File: config.mk
export PLATFORM = sky130hd
export DESIGN_NAME = fht_input_loader
export DESIGN_NICKNAME = d
export VERILOG_FILES = /design/src/rtl/fht_input_loader.sv
export SDC_FILE = /design/constraint.sdc
export NUM_CORES = 1
export LEC_CHECK = 0
export CORE_UTILIZATION = 44
export CTS_CLUSTER_SIZE = 16
export DETAILED_ROUTE_END_ITERATION = 7
export PLACE_DENSITY = 0.78
export RECOVER_POWER = 25
export SYNTH_ARGS = -nofsm -noshare
export SYNTH_HDL_FRONTEND = slang
export SYNTH_SLANG_ARGS = --single-unit
File: constraint.sdc
create_clock -name iCLK -period 2.2 [get_ports iCLK]
set_input_delay 0.44 -clock iCLK [delete_from_list [all_inputs] [get_ports iCLK]]
set_output_delay 0.44 -clock iCLK [all_outputs]
set_load 0.1 [all_outputs]
File: src/rtl/fht_input_loader.sv
// fht_input_loader
//
// Collects one frame of N = 2^(A_BIT+2) real samples from a valid/ready
// stream. Each sample is written into one of four RAM banks at its
// bit-reversed position. Once the frame is complete, the loader pulses the
// FHT controller start input. It then refuses new samples until the
// controller reports completion, so the banks stay stable during a transform.
//
// Ports
//   iCLK      clock, rising-edge active
//   iRESET    asynchronous active-low reset
//   iVALID    sample present on iDATA
//   iDATA     sample, natural order, index 0 first
//   oREADY    loader accepts a sample this cycle (transfer = iVALID & oREADY)
//   oDATA_WR  write data, shared by all four banks
//   oADDR_WR  write address, shared by all four banks
//   oWE       one-hot bank write enable, bit b drives bank b
//   oSTART    one-cycle start pulse to the FHT controller
//   iFHT_RDY  controller idle flag (1 = idle/done, 0 = transform running)
//   oBUSY     high whenever the loader is not accepting a frame
//   oCNT      samples accepted so far in the current frame

module fht_input_loader #(
    parameter int A_BIT = 8,
    parameter int D_BIT = 16
) (
    input  logic               iCLK,
    input  logic               iRESET,
    input  logic               iVALID,
    input  logic [D_BIT-1:0]   iDATA,
    output logic               oREADY,
    output logic [D_BIT-1:0]   oDATA_WR,
    output logic [A_BIT-1:0]   oADDR_WR,
    output logic [3:0]         oWE,
    output logic               oSTART,
    input  logic               iFHT_RDY,
    output logic               oBUSY,
    output logic [A_BIT+1:0]   oCNT
);

    localparam int C_BIT = A_BIT + 2;

    typedef enum logic [2:0] {
        LOAD,
        DRAIN,
        START,
        WAIT_BUSY,
        WAIT_DONE
    } state_t;

    state_t             state;
    state_t             state_nxt;
    logic [C_BIT-1:0]   cnt;
    logic [C_BIT-1:0]   cnt_rev;
    logic               xfer;
    logic               last;

    assign xfer = iVALID && oREADY;
    assign last = (cnt == {C_BIT{1'b1}});
    assign oCNT = cnt;

    // The sample index reversed over all A_BIT+2 bits. The top two bits pick
    // the bank, and the remaining bits form the in-bank address.
    always_comb begin
        cnt_rev = '0;
        for (int i = 0; i < C_BIT; i++) begin
            cnt_rev[i] = cnt[C_BIT-1-i];
        end
    end

    // State register.
    always_ff @(posedge iCLK or negedge iRESET) begin
        if (!iRESET) begin
            state <= LOAD;
        end else begin
            state <= state_nxt;
        end
    end

    // Next state and state-decoded outputs. DRAIN is a one-cycle gap that
    // puts the final registered write on the bus before START is raised.
    // The controller therefore cannot begin reading a bank that is still
    // being written.
    always_comb begin
        state_nxt = state;
        oREADY    = 1'b0;
        oSTART    = 1'b0;
        oBUSY     = 1'b1;
        unique case (state)
            LOAD: begin
                oREADY = 1'b1;
                oBUSY  = 1'b0;
                if (xfer && last) begin
                    state_nxt = DRAIN;
                end
            end
            DRAIN: begin
                state_nxt = START;
            end
            START: begin
                oSTART    = 1'b1;
                state_nxt = WAIT_BUSY;
            end
            WAIT_BUSY: begin
                if (!iFHT_RDY) begin
                    state_nxt = WAIT_DONE;
                end
            end
            WAIT_DONE: begin
                if (iFHT_RDY) begin
                    state_nxt = LOAD;
                end
            end
            default: begin
                state_nxt = LOAD;
            end
        endcase
    end

    // Sample counter. It wraps naturally to zero on the last sample of a
    // frame. The explicit clear on leaving WAIT_DONE keeps the next frame
    // aligned to index 0 even if the count were ever disturbed.
    always_ff @(posedge iCLK or negedge iRESET) begin
        if (!iRESET) begin
            cnt <= '0;
        end else if (xfer) begin
            cnt <= cnt + 1'b1;
        end else if ((state == WAIT_DONE) && iFHT_RDY) begin
            cnt <= '0;
        end
    end

    // Registered write port. Data and address hold their last value between
    // writes. Only the enable is cleared, so idle cycles never write.
    always_ff @(posedge iCLK or negedge iRESET) begin
        if (!iRESET) begin
            oDATA_WR <= '0;
            oADDR_WR <= '0;
            oWE      <= 4'b0000;
        end else if (xfer) begin
            oDATA_WR <= iDATA;
            oADDR_WR <= cnt_rev[A_BIT-1:0];
            oWE      <= 4'b0001 << cnt_rev[C_BIT-1:A_BIT];
        end else begin
            oWE      <= 4'b0000;
        end
    end

endmodule

==> Word-level counts from Yosys, hierarchy flattened <==
Cells that the tools add are included.
{ "op_classes": {"reduce_logical": 6, "n_mux": 10, "add_sub_neg": 1, "n_eq_ne": 8, "shifts": 1} }
{ "op_table": {"columns": ["op", "count"], "rows": [
  ["10-bit two-way mux", 2],
  ["3-bit one-hot mux with 5 select lines", 1],
  ["10-bit by 1-bit adder with 10-bit output, second input constant", 1],
  ["10-bit == test, second input constant", 1],
  ["3-bit two-way mux", 3],
  ["3-bit by 2-bit == test with 1-bit output, second input constant", 2],
  ["2-bit inequality test, second input constant", 3],
  ["4-bit two-way mux", 1],
  ["1-bit by 2-bit << shifter with 4-bit output, first input constant", 1],
  ["3-bit by 1-bit == test with 1-bit output, second input constant", 1],
  ["3-bit == test, second input constant", 1],
  ["1-bit logical AND", 3],
  ["3-bit logical NOT", 1],
  ["1-bit two-way mux", 3],
  ["3-bit AND reduction", 1],
  ["2-bit nonzero test", 1]
]} }
{ "totals": {"reg_bits": 41, "inputBits": 20} }

==> Logic depth before layout (Yosys ltp) <==
Gate-level depths: netlist of run 1.
{ "logic_depth": {"word_depth": 6, "depth_mapped": 7, "ltp_nobuf": 4} }

==> Worst setup path before layout of run 1 <==
OpenSTA, ideal clock, no wires.
{ "synth_timing": {"path_kind": "reg2out", "from": "reg state[0]", "to": "out oBUSY", "t_arrival_ns": 3.849, "stages_incl_launch_ff": 4, "n_path_buf": 1, "t_required_ns": 1.760, "path_slack_ns": -2.089, "cell_sequence": "dfrtp_1 -> buf_2 -> nor3_1 -> inv_1"} }
{ "synth_between": {"elab_chain_cells": 2} }
{ "synth_lines": {"columns": ["item", "line_no", "text"], "rows": [
  ["start: declaration", "51", "state_t state;"],
  ["start signal: assignment", "76", "state <= state_nxt;"],
  ["3-bit logical NOT", "89", "unique case (state)"],
  ["1-bit two-way mux", "89", null],
  ["end: declaration", "37", "output logic oBUSY,"]
]} }
Every way passes these cells.

==> Worst setup path in the final report of run 1 <==
{ "layout_timing": {"from": "in iVALID", "to": "reg cnt[4], in the netlist oCNT[4]"} }
{ "layout_between": {"elab_chain_cells": 2} }
{ "layout_lines": {"columns": ["item", "line_no", "text"], "rows": [
  ["start: declaration", "29", "input logic iVALID,"],
  ["1-bit logical AND (*)", "58", "assign xfer = iVALID && oREADY;"],
  ["10-bit two-way mux / 2-bit nonzero test (equally long branches)", null, null],
  ["end signal: assignment", "127", "cnt <= cnt + 1'b1;"],
  ["end: declaration", "53", "logic [C_BIT-1:0] cnt;"]
]} }
Mark *: on every way between the ends. The rest lies on a longest branch, timed or not.
A chain may end at the register's enable or synchronous reset.

==> results of run 1 <==
cells by family (layout without fill, tap and decap cells):
family,Yosys count,after routing,synth area share
flops,41,41,0.5832
xor+xnor,1,1,0.004980
mux,6,6,0.03698
simple gates,107,107,0.2753
compound gates,9,9,0.03414
fa+ha+maj,4,4,0.02845
buf+inv,14,79,0.03698
layer usage:
metal  up-vias  track usage
li1        712            -
met1       667       0.2580
met2        50       0.2835
met3         3      0.04340
met4         0      0.07609
met5         -            0
synth_stat cells (all sizes together):
library cell / number
a211oi: 1
a21boi: 1
a21o: 1
a21oi: 1
a22o: 2
and2: 5
and4: 3
buf: 5
clkbuf: 5
dfrtp: 41
ha: 4
inv: 4
mux2: 1
mux2i: 5
nand2: 78
nand2b: 1
nand3: 5
nand3b: 1
nand4: 4
nand4bb: 1
nor2: 3
nor2b: 1
nor3: 2
nor4b: 1
o21ai: 3
or3: 1
or4b: 1
xnor2: 1
per-stage QoR:
step | cells | cell area, µm² | worst slack, ps | utilization | setup TNS [ps]
3_3_place_gp | 287 | 2385 | 85.49 | 0.6370 | 0
6_report | 295 | 2465 | 376.5 | 0.6584 | 0
3_5_place_dp | 287 | 2385 | 77.07 | 0.6370 | 0
2_1_floorplan | 182 | 1770 | -243.1 | - | -353.2
4_1_cts | 295 | 2467 | 379.9 | 0.6591 | 0
5_1_grt | 295 | 2465 | 303.2 | 0.6584 | 0
how the worst max path moves through the flow:
stage                  start       to  slack [ps]  cells past startpoint
floorplan           state[0]    oBUSY        -240                      3
global placement      iVALID  oCNT[4]          90                      4
detailed placement    iVALID  oCNT[4]          80                      4
CTS                 state[2]   oSTART         380                      3
global route        state[0]  oCNT[2]         300                      4
finish                iVALID  oCNT[4]         380                      4
sequential cells by signal (all words and copies together) (netlist names):
signal	flops
oADDR_WR	8
oCNT	10
oDATA_WR	16
oWE	4
state	3
final cells by class:
type	count	area, µm²	share of cell area
Inverter	4	15.01	0.006091
Multi-Input combinational cell	127	688.2	0.2792
Clock inverter	2	10.01	0.004061
Timing Repair Buffer	67	593.1	0.2406
Clock buffer	6	72.57	0.02944
Sequential cell	41	1026	0.4162
Tap cell	48	60.06	0.02437
==> out/results.ini, run 1 <==
[run_status]
status = completed

[global_routing]
gr-usage-all-layers = 0.1870
grt_pass1_vias = 1363
antenna_found_initial = 0
grt_remaining_overflow = 0
grt_pass1_wl_um = 6106
grt_max_degree = 42

[placement]
dp_hpwl_um = 2445
place_congestion = 0.7678
port_buffers = 60

[drt]
finalWirelength_um = 3486
drt_first_pass_iters = 4
vias_per_cell = 4.854
wl_met3_um = 263
ant_nets = 0
vias = 1432
drt_first_iter_violations = 56
wl_met1_um = 1610
route.met2.wl_um = 1574
drt_drc_violations_left = 0
top_layer = met4
wl_per_cell_um = 11.82

[final_layout]
mostFrequentLayoutCells = 78 x nand2_1, 43 x buf_4, 41 x dfrtp_1
num_antenna_cells = 0
fill_cells = 324
drive_above_1_share = 0.2389
layout_commonest_cell = nand2_1
synthToLayoutAreaGrowth_pct = 40.11
final_nets = 270

[sta]
worst_pin_slew_ps = 963.5
setup_violations = 0
final-max-slew-violation-count = 0
period_minus_slack_ps = 1824
min_period_over_period = 0.8289
worst_hold_slack_ps = 383.6
fmax_mhz = 548.4
relSlewSlack = 0.3577
rsz0062_at_grt = no
hold_viol = 0
fin_worst_skew_ps = 5.257

[floorplanning]
die_area_um2 = 4255
core_area_um2 = 3744
dieHeight_um = 65.23
io_pins = 61
num_rows = 22
die_x_um = 65.23
initial_core_util = 0.4699

[cts]
cts_setup_buffers = 0
clockRootBuffer = clkbuf_8
cts-resized-gates = 0
clkLatencyLatePin_ps = 280
cts.path.max_buffers = 2
numCtsBuffers = 5
path_clk_slew_ps = 70
h-tree-depth = 2
cts_hold_repair.buffers = 0
cts.sinks = 41
cts_tree = built

[synthesis]
synth_top_area_cell = dfrtp_1
netlist_area_um2 = 1759
yosys-top-cells-area = dfrtp_1 58%, nand2_1 17%, ha_1 2.8%, mux2i_1 2.8%, and2_1 1.8%
ys_types = 29
syn_inst = 182
synth_top_area_share = 0.5832
synth_nets = 206
ys_ff_latch = 41
seq_area_frac_synth = 0.5832
yosys_warnings = 0
avgSynthCellArea_um2 = 9.666

[setup_path]
slowest_delay_ps = 590
crit_fanout = 8
critPathKind = primary input to flip-flop
start_kind = primary input
r2r-start = state[0]
crit_chain = clkdlybuf4s50_1, or4b_1, mux2_4, a21o_1
reg2reg_slack_ps = 390
crit_path_end_kind = flip-flop
required_ps = 2380
worst_r2r_endpoint = oCNT[4]
critical_path_arrival_ps = 2010
crit_buf_inv = 1
slowest_stage = or4b_1
reg2reg_depth = 3
path_delay_family = simple AND/OR/NAND/NOR gates

[min_path]
hold_path_class = primary input to async pin

[flow_run]
cap_violations = 0

Power of run 1 is left out: the tool's default activity adds up to more than one toggle a clock period on the data nets, which glitch-free logic cannot reach.
==> inputs of run 2 (changes only) <==
==> constraint.sdc (replaced) <==
create_clock -name iCLK -period 1.7 [get_ports iCLK]
set_input_delay 0.34 -clock iCLK [delete_from_list [all_inputs] [get_ports iCLK]]
set_output_delay 0.34 -clock iCLK [all_outputs]
set_load 0.1 [all_outputs]
==> out/results.ini, run 2 (synthesized netlist as in run 1, its figures left out) <==
[final_layout]
synthToLayoutAreaGrowth_pct = 76.67
largest_register_ffs = 16  ; unchanged
regMostFlops = oDATA_WR
mostFrequentLayoutCells = 78 x nand2_1, 43 x buf_12, 33 x dfrtp_1
drive_above_1_share = 0.3059  ; +0.06702
layout_commonest_cell = nand2_1
final_nets = 278  ; +3.0%
layout.cells.non_filler = 303  ; +2.7%
num_antenna_cells = 0  ; unchanged
fill_cells = 216  ; -33%

[cts]
cts_tree = built
h-tree-depth = 2  ; unchanged
cts.sinks = 41  ; unchanged
clkLatencyLatePin_ps = 290  ; about the same
clockRootBuffer = clkbuf_8
path_clk_slew_ps = 80  ; about the same
numCtsBuffers = 5  ; unchanged
cts.path.max_buffers = 2  ; unchanged

[drt]
drt_drc_violations_left = 0  ; unchanged
finalWirelength_um = 4017  ; +15%
drt_first_pass_iters = 4  ; unchanged
vias = 1496  ; +4.5%
vias_per_cell = 4.937  ; +1.7%
drt_first_iter_violations = 44  ; -21%
wl_per_cell_um = 13.26  ; +12%
ant_nets = 0  ; unchanged

[sta]
rsz0062_at_grt = yes
hold_viol = 0  ; unchanged
setup_slack_ps = 36.49  ; -340.0 ps
worst_pin_slew_ps = 1036  ; +72.02 ps
tns_ps = 0  ; unchanged
fin_worst_skew_ps = 3.075  ; -2.182 ps
final-max-slew-violation-count = 0  ; unchanged
relSlewSlack = 0.3097  ; -0.04801
period_minus_slack_ps = 1664
fmax_mhz = 601.1
min_period_over_period = 0.9785
setup_violations = 0  ; unchanged

[setup_path]
critical_path_arrival_ps = 1320  ; -690 ps
cp.depth = 4  ; unchanged
crit_path_end_kind = output pin
path_delay_family = flip-flops
slowest_delay_ps = 400  ; -190 ps
crit_fanout = 3  ; -5
reg2reg_depth = 6  ; +3
critPathKind = flip-flop to output pin
required_ps = 1360  ; -1020 ps
slowest_stage = dfrtp_1
start_kind = flip-flop
crit_buf_inv = 3  ; +2
crit_chain = buf_6, nor3_4, inv_2, buf_12

[floorplanning]
core_area_um2 = 3744  ; unchanged
initial_core_util = 0.4699  ; unchanged
io_pins = 61  ; unchanged
die_area_um2 = 4255  ; unchanged
die_x_um = 65.23  ; unchanged
dieHeight_um = 65.23  ; unchanged
num_rows = 22  ; unchanged

[global_routing]
antenna_found_initial = 0  ; unchanged
grt_max_degree = 20  ; -52%
gr-usage-all-layers = 0.2082  ; +0.02115
grt_remaining_overflow = 0  ; unchanged
grt_pass1_vias = 1456  ; +6.8%
grt_pass1_wl_um = 6624  ; +8.5%

[min_path]
hold_path_class = flip-flop to flip-flop
whs_path_depth = 2

[placement]
dp_hpwl_um = 2874  ; +18%
pre_cts_slack_ps = -292.5  ; -369.5 ps
place_congestion = 0.7834  ; +2.0%
port_buffers = 60  ; unchanged
dp.cells = 292  ; +1.7%

[flow_run]
cap_violations = 0  ; unchanged

[run_status]
status = completed

-- run 2: through the flow --
step,cell area [µm²],utilization,hold slack [ps]
2_1_floorplan,1780,-,44.41
3_5_place_dp,2908,0.7767,301.4
4_1_cts,3054,0.8158,512.1
6_report,3108,0.8302,543.1
3_3_place_gp,2908,0.7767,289.9
5_1_grt,3108,0.8302,563.0
-- run 2: worst min-delay path, stage by stage, from the launching register on --
cell     delay [ps]
dfrtp_1         390
nand2_1          60
nand2_1          60
-- run 2: final timing paths --
path | endpoint | slack [ps] | start
setup / recovery | oBUSY | 40 | state[1]
hold / removal | oDATA_WR[10] | 540 | oDATA_WR[10]
setup reg to reg | oCNT[8] | 80 | state[1]
hold reg to reg | oDATA_WR[10] | 540 | oDATA_WR[10]
max in group asynchronous | oDATA_WR[15] | 200 | iRESET
min in group asynchronous | oADDR_WR[3] | 750 | iRESET
-- run 2: layout make-up --
class | instances | area (µm²) | area share
well taps | 48 | 60.06 | 0.01932
inverters | 4 | 15.01 | 0.004831
flip-flops and latches | 41 | 1036 | 0.3333
repair buffers | 75 | 1156 | 0.3720
multi-input cells | 127 | 706.9 | 0.2275
clock buffers | 5 | 68.82 | 0.02214
clock inverters | 3 | 65.06 | 0.02093
-- run 2: repair_timing --
action | CTS | global route
setup buffers | 0 | 2
setup endpoints to repair | 2 | 5
pin swaps | 1 | 2
cloned | 0 | 0
resized for setup | 2 | 7
endpoints found under the hold margin | 17 | 0
hold buffers | 1 | 0
-- run 2: per-layer routing --
layer / routed length [µm] / GRT usage
met1: 1717 / 0.2529
met2: 1981 / 0.3441
met3: 271 / 0.07465
met4: 47 / 0.06522
met5: 0 / 0
Power of run 2 is left out for the same reason.
